[src/rtl/prog_sequencer.sv]
// Program sequencer: registered program counter with program-load, branch, call/return
// (bounded return-address stack) and halt control, one action per cycle.
module prog_sequencer #(
    parameter int unsigned PC_W      = 10,
    parameter int unsigned RAS_DEPTH = 4,
    parameter int unsigned NUM_PROGS = 3,
    parameter logic [NUM_PROGS-1:0][PC_W-1:0] START_TABLE =
        {PC_W'(256), PC_W'(128), PC_W'(0)},
    localparam int unsigned SEL_W = (NUM_PROGS > 1) ? $clog2(NUM_PROGS) : 1,
    localparam int unsigned IDX_W = $clog2(RAS_DEPTH),
    localparam int unsigned LVL_W = $clog2(RAS_DEPTH) + 1
) (
    input  logic             Clk,
    input  logic             Reset,
    input  logic             Start,
    input  logic [SEL_W-1:0] ProgSel,
    input  logic             Stall,
    input  logic             BranchAbs,
    input  logic             BranchRel,
    input  logic             Call,
    input  logic             Ret,
    input  logic             Halt,
    input  logic             ALU_flag,
    input  logic [PC_W-1:0]  Target,
    output logic [PC_W-1:0]  ProgCtr,
    output logic             Done,
    output logic             StackErr,
    output logic [LVL_W-1:0] StackLvl
);

    typedef enum logic [1:0] {
        StRun,
        StLoad,
        StHalt
    } state_e;

    state_e           r_state;
    state_e           w_state_nxt;
    logic [PC_W-1:0]  r_pc;
    logic [PC_W-1:0]  w_pc_nxt;
    logic [PC_W-1:0]  w_pc_inc;
    logic [PC_W-1:0]  w_pc_rel;
    logic [PC_W-1:0]  w_load_pc;
    logic [PC_W-1:0]  w_top;
    logic [LVL_W-1:0] r_lvl;
    logic [LVL_W-1:0] w_lvl_nxt;
    logic             r_err;
    logic             w_err_nxt;
    logic             w_push;
    logic             w_empty;
    logic             w_full;
    logic [IDX_W-1:0] w_wr_idx;
    logic [IDX_W-1:0] w_rd_idx;
    logic [PC_W-1:0]  r_ras [RAS_DEPTH];

    // Offset addition wraps naturally at PC_W bits, giving two's-complement relative branches.
    assign w_pc_inc = r_pc + PC_W'(1);
    assign w_pc_rel = r_pc + Target;
    assign w_empty  = (r_lvl == '0);
    assign w_full   = (r_lvl == LVL_W'(RAS_DEPTH));
    assign w_wr_idx = r_lvl[IDX_W-1:0];
    assign w_rd_idx = w_wr_idx - IDX_W'(1);
    assign w_top    = r_ras[w_rd_idx];

    // Out-of-range selections fall back to program 0.
    always_comb begin
        w_load_pc = START_TABLE[0];
        for (int i = 1; i < NUM_PROGS; i++) begin
            if (ProgSel == SEL_W'(i)) begin
                w_load_pc = START_TABLE[i];
            end
        end
    end

    always_comb begin
        w_state_nxt = r_state;
        w_pc_nxt    = r_pc;
        w_lvl_nxt   = r_lvl;
        w_err_nxt   = r_err;
        w_push      = 1'b0;
        if (Start) begin
            w_state_nxt = StLoad;
            w_pc_nxt    = w_load_pc;
            w_lvl_nxt   = '0;
            w_err_nxt   = 1'b0;
        end else begin
            case (r_state)
                StLoad: w_state_nxt = StRun;
                StHalt: w_state_nxt = StHalt;
                StRun: begin
                    if (Stall) begin
                        w_state_nxt = StRun;
                    end else if (Halt) begin
                        w_state_nxt = StHalt;
                    end else if (Ret) begin
                        if (w_empty) begin
                            w_pc_nxt  = w_pc_inc;
                            w_err_nxt = 1'b1;
                        end else begin
                            w_pc_nxt  = w_top;
                            w_lvl_nxt = r_lvl - LVL_W'(1);
                        end
                    end else if (Call) begin
                        w_pc_nxt = Target;
                        if (w_full) begin
                            w_err_nxt = 1'b1;
                        end else begin
                            w_push    = 1'b1;
                            w_lvl_nxt = r_lvl + LVL_W'(1);
                        end
                    end else if (BranchAbs) begin
                        w_pc_nxt = Target;
                    end else if (BranchRel && ALU_flag) begin
                        w_pc_nxt = w_pc_rel;
                    end else begin
                        w_pc_nxt = w_pc_inc;
                    end
                end
                default: w_state_nxt = StRun;
            endcase
        end
    end

    always_ff @(posedge Clk or negedge Reset) begin
        if (!Reset) begin
            r_state <= StRun;
            r_pc    <= '0;
            r_lvl   <= '0;
            r_err   <= 1'b0;
        end else begin
            r_state <= w_state_nxt;
            r_pc    <= w_pc_nxt;
            r_lvl   <= w_lvl_nxt;
            r_err   <= w_err_nxt;
        end
    end

    always_ff @(posedge Clk or negedge Reset) begin
        if (!Reset) begin
            for (int i = 0; i < RAS_DEPTH; i++) begin
                r_ras[i] <= '0;
            end
        end else if (w_push) begin
            r_ras[w_wr_idx] <= w_pc_inc;
        end
    end

    assign ProgCtr  = r_pc;
    assign Done     = (r_state == StHalt);
    assign StackErr = r_err;
    assign StackLvl = r_lvl;

endmodule

[config.mk]
export PLATFORM = sky130hd
export DESIGN_NAME = prog_sequencer
export DESIGN_NICKNAME = d
export VERILOG_FILES = /design/src/rtl/prog_sequencer.sv
export SDC_FILE = /design/constraint.sdc
export NUM_CORES = 1
export LEC_CHECK = 0
export CORE_MARGIN = 5
export CORE_UTILIZATION = 50
export CTS_CLUSTER_DIAMETER = 100
export DETAILED_ROUTE_END_ITERATION = 7
export PLACE_DENSITY = 0.75
export REMOVE_ABC_BUFFERS = 1
export SYNTH_ARGS = -nofsm -noshare
export SYNTH_HDL_FRONTEND = slang
export SYNTH_SLANG_ARGS = --single-unit
export TNS_END_PERCENT = 10
[constraint.sdc]
create_clock -name Clk -period 2.5 [get_ports Clk]
set_clock_uncertainty 0.05 [all_clocks]
set_input_delay 0.5 -clock Clk [delete_from_list [all_inputs] [get_ports Clk]]
set_output_delay 0.5 -clock Clk [all_outputs]
set_load 0.005 [all_outputs]
==> flow_summary_export.csv <==
group,metric,value,unit
status,outcome,"finished clean",
critical_path,cp-start-kind,"input pin",
cts,cts_max_path_buffers,2,
critical_path,reg2reg_slack,0.33,ns
sta,hold_viol_final,0,
sta,slew_violations,0,
cts,cts_tree,"yes",
synthesis,synth.area.top_cells,"dfrtp_1, o21ai_0, mux4_2",
synthesis,ys_seq_elements,56,
synthesis,yosys.area.top_type,"dfrtp_1",
drt,vias,3145,
cts,numCtsBuffers,5,
critical_path,crit_type,"input pin to flop",
layout,utilization,0.655,
drt,viasPerCell,5.60,
placement,postPlaceCellArea,4370,sq um
grt,grt_pass1_wl,15200,um
synthesis,synth_ff_type,"dfrtp_1",
cts,h-tree-depth,2,
run,drv_cap,0,
sta,fin_ws,0.131,ns
min_path,hold_path_class,"input pin to asynchronous set/reset pin",
grt,grt_overflow,0,
critical_path,critPathBufInv,2,
sta,period_share,0.948,
synthesis,synth_top_area_share,0.398,
cts,cts.sinks,56,
cts,clkSlewWorstSetupHoldPaths,0.11,ns
drt,drc_errors,0,
synthesis,yosys-top-cells-count,"nand2_1, dfrtp_1, o21ai_0",
critical_path,cp.required,2.69,ns
layout,diodes,0,
critical_path,path_max_fanout,3,
floorplanning,dieWidth,93.9,um
synthesis,syn_avg_cell_area,9.18,sq um
floorplanning,coreArea,6830,sq um
critical_path,cp.arrival,2.56,ns
sta,fmax,422,MHz
layout,nFillCells,585,
sta,rsz0062_at_grt,"no",
cts,postCtsSetupBuffers,0,
synthesis,netlist_area,3520,sq um
pwr,ir_drop,0.000308,V
layout,area_growth,27.1,%
drt,drtIter0Drc,134,
synthesis,synth_edf_count,0,
placement,dpl.hpwl,7000,um
grt,grt_usage,0.218,
synthesis,synth_cell_types,52,
sta,tightestPinTransition,0.717,ns
pwr,pwr_density_cell,554,nW/um^2
sta,setup_viol,0,
synthesis,synth-async-reset-ratio,1.00,
drt,firstDrtPassIters,6,
critical_path,crit_path_top_delay_cell,"clkdlybuf4s50_1",
sta,holdWs,0.265,ns
pwr,p_leak,1.93,nW
drt,drtAntennaViolNets,0,
placement,port-buffer-count,36,
grt,grt_start_max_net_pins,57,
critical_path,path_delay_family,"adder cells",
synthesis,yosys_warnings,0,
layout,nets,503,
sta,relSlewSlack,0.522,
placement,gp_congestion,0.890,
layout,drive_gt1_frac,0.202,
placement,post-place-ws,-0.306,ns
cts,clock_latency,0.31,ns
synthesis,yosysMostFrequentCell,"nand2_1",
grt,antenna_found_initial,0,
floorplanning,die_area,8830,sq um
critical_path,cpPeakStageDelay,0.50,ns
cts,root_buffer,"clkbuf_8",
critical_path,path_cells,"clkdlybuf4s50_1, ha_2, inv_1, fa_2, nor2b_4, o2111ai_2, a31oi_1, xor2_1, nand2_1, a41oi_1",
floorplanning,dieHeight,93.9,um
layout,fin_area,4480,sq um
sta,fin_crit,2.37,ns
drt,drt-total-wl,9000,um
synthesis,synthCells,384,
drt,avgRoutedWirePerCell,16.0,um
floorplanning,start_util,0.516,
critical_path,end_kind,"flop",
floorplanning,pin_count,37,
floorplanning,rows,30,
grt,grt_pass1_vias,3161,
synthesis,ys_seq_area_frac,0.398,
cell type report:
| cell class | count | area [sq um] | area share |
|---|---|---|---|
| multi-input cells | 300 | 2020 | 0.450 |
| flip-flops and latches | 56 | 1400 | 0.313 |
| repair buffers | 95 | 823 | 0.184 |
| well taps | 96 | 120 | 0.0268 |
| clock buffers | 5 | 68.8 | 0.0154 |
| inverters | 7 | 26.3 | 0.00587 |
| clock inverters | 3 | 22.5 | 0.00503 |
where the power goes:
group	internal [mW]	switching [mW]	leakage (nW)
sequential	0.987	0.0713	0.763
combinational	0.448	0.458	1.11
clock	0.202	0.313	0.0485
per-layer routing:
layer	vias to the layer above	GRT usage	routed length, um
met4	0	0.0614	190
met2	89	0.373	4460
li1	1547	-	-
met3	17	0.0256	400
met1	1492	0.291	3950
met5	-	0	0
registers in the layout (all words and copies together) (netlist names):
signal and count:
StackLvl 3, r_state 2, ProgCtr 10, StackErr 1, r_ras 40
through the flow:
stage,power (mW),TNS [ns],instances
5_1_grt,2.63,0,562
3_5_place_dp,1.97,-1.21,554
2_1_floorplan,1.54,-0.186,363
6_report,2.48,0,562
3_3_place_gp,1.95,-0.888,554
4_1_cts,2.49,0,562
path summary, 6_finish.rpt:
kind                                   startpoint                endpoint  cells after the start
hold reg to reg             r_ras[29]$_DFFE_PN0P_   r_ras[29]$_DFFE_PN0P_                      2
min in group Clk            r_ras[29]$_DFFE_PN0P_   r_ras[29]$_DFFE_PN0P_                      2
setup reg to reg           ProgCtr[1]$_DFFE_PN0P_  ProgCtr[4]$_DFFE_PN0P_                      9
hold / removal                              Reset   r_ras[37]$_DFFE_PN0P_                      2
max in group asynchronous                   Reset   r_ras[12]$_DFFE_PN0P_                      2
setup / recovery                        Target[0]  ProgCtr[8]$_DFFE_PN0P_                     10
layout by cell type (no fill, tap or decap), types with 2 or more instances in the layout:
| cell | n |
|---|---|
| a211oi_1 | 8 |
| a21o_1 | 2 |
| a21oi_1 | 20 |
| a221oi_1 | 2 |
| a22oi_1 | 3 |
| a31oi_1 | 5 |
| and2_1 | 4 |
| and3_1 | 4 |
| and4_1 | 3 |
| buf_12 | 2 |
| buf_4 | 57 |
| clkbuf_8 | 5 |
| clkdlybuf4s50_1 | 35 |
| dfrtp_1 | 56 |
| ha_1 | 13 |
| inv_1 | 7 |
| mux2_2 | 4 |
| mux2i_1 | 2 |
| mux4_2 | 10 |
| nand2_1 | 58 |
| nand2_2 | 4 |
| nand2b_1 | 4 |
| nand3_1 | 11 |
| nand3b_1 | 2 |
| nor2_1 | 21 |
| nor2b_1 | 4 |
| nor3_1 | 10 |
| nor3b_1 | 2 |
| o211ai_1 | 4 |
| o21a_1 | 3 |
| o21ai_0 | 56 |
| o21bai_1 | 2 |
| o22ai_1 | 3 |
| or2_1 | 2 |
| or2_2 | 2 |
| xnor2_1 | 10 |
| xor2_1 | 5 |
repair_timing:
item,in CTS,in global routing
endpoints found under the setup margin,0,2
gates resized for setup,0,6
hold buffers,0,0
cell families (layout without fill, tap and decap cells):
group,after synthesis,count (layout),share of synthesized area
xor gates and xnor gates,15,15,0.0373
muxes,16,16,0.0824
DFF,56,56,0.398
buffers and inverters,28,110,0.0359
AOI/OAI and AO/OA,116,116,0.197
adders and majority gates,16,16,0.0611
and+or+nand+nor,137,137,0.189
No activity file was read; power rests on OpenSTA's default activity.
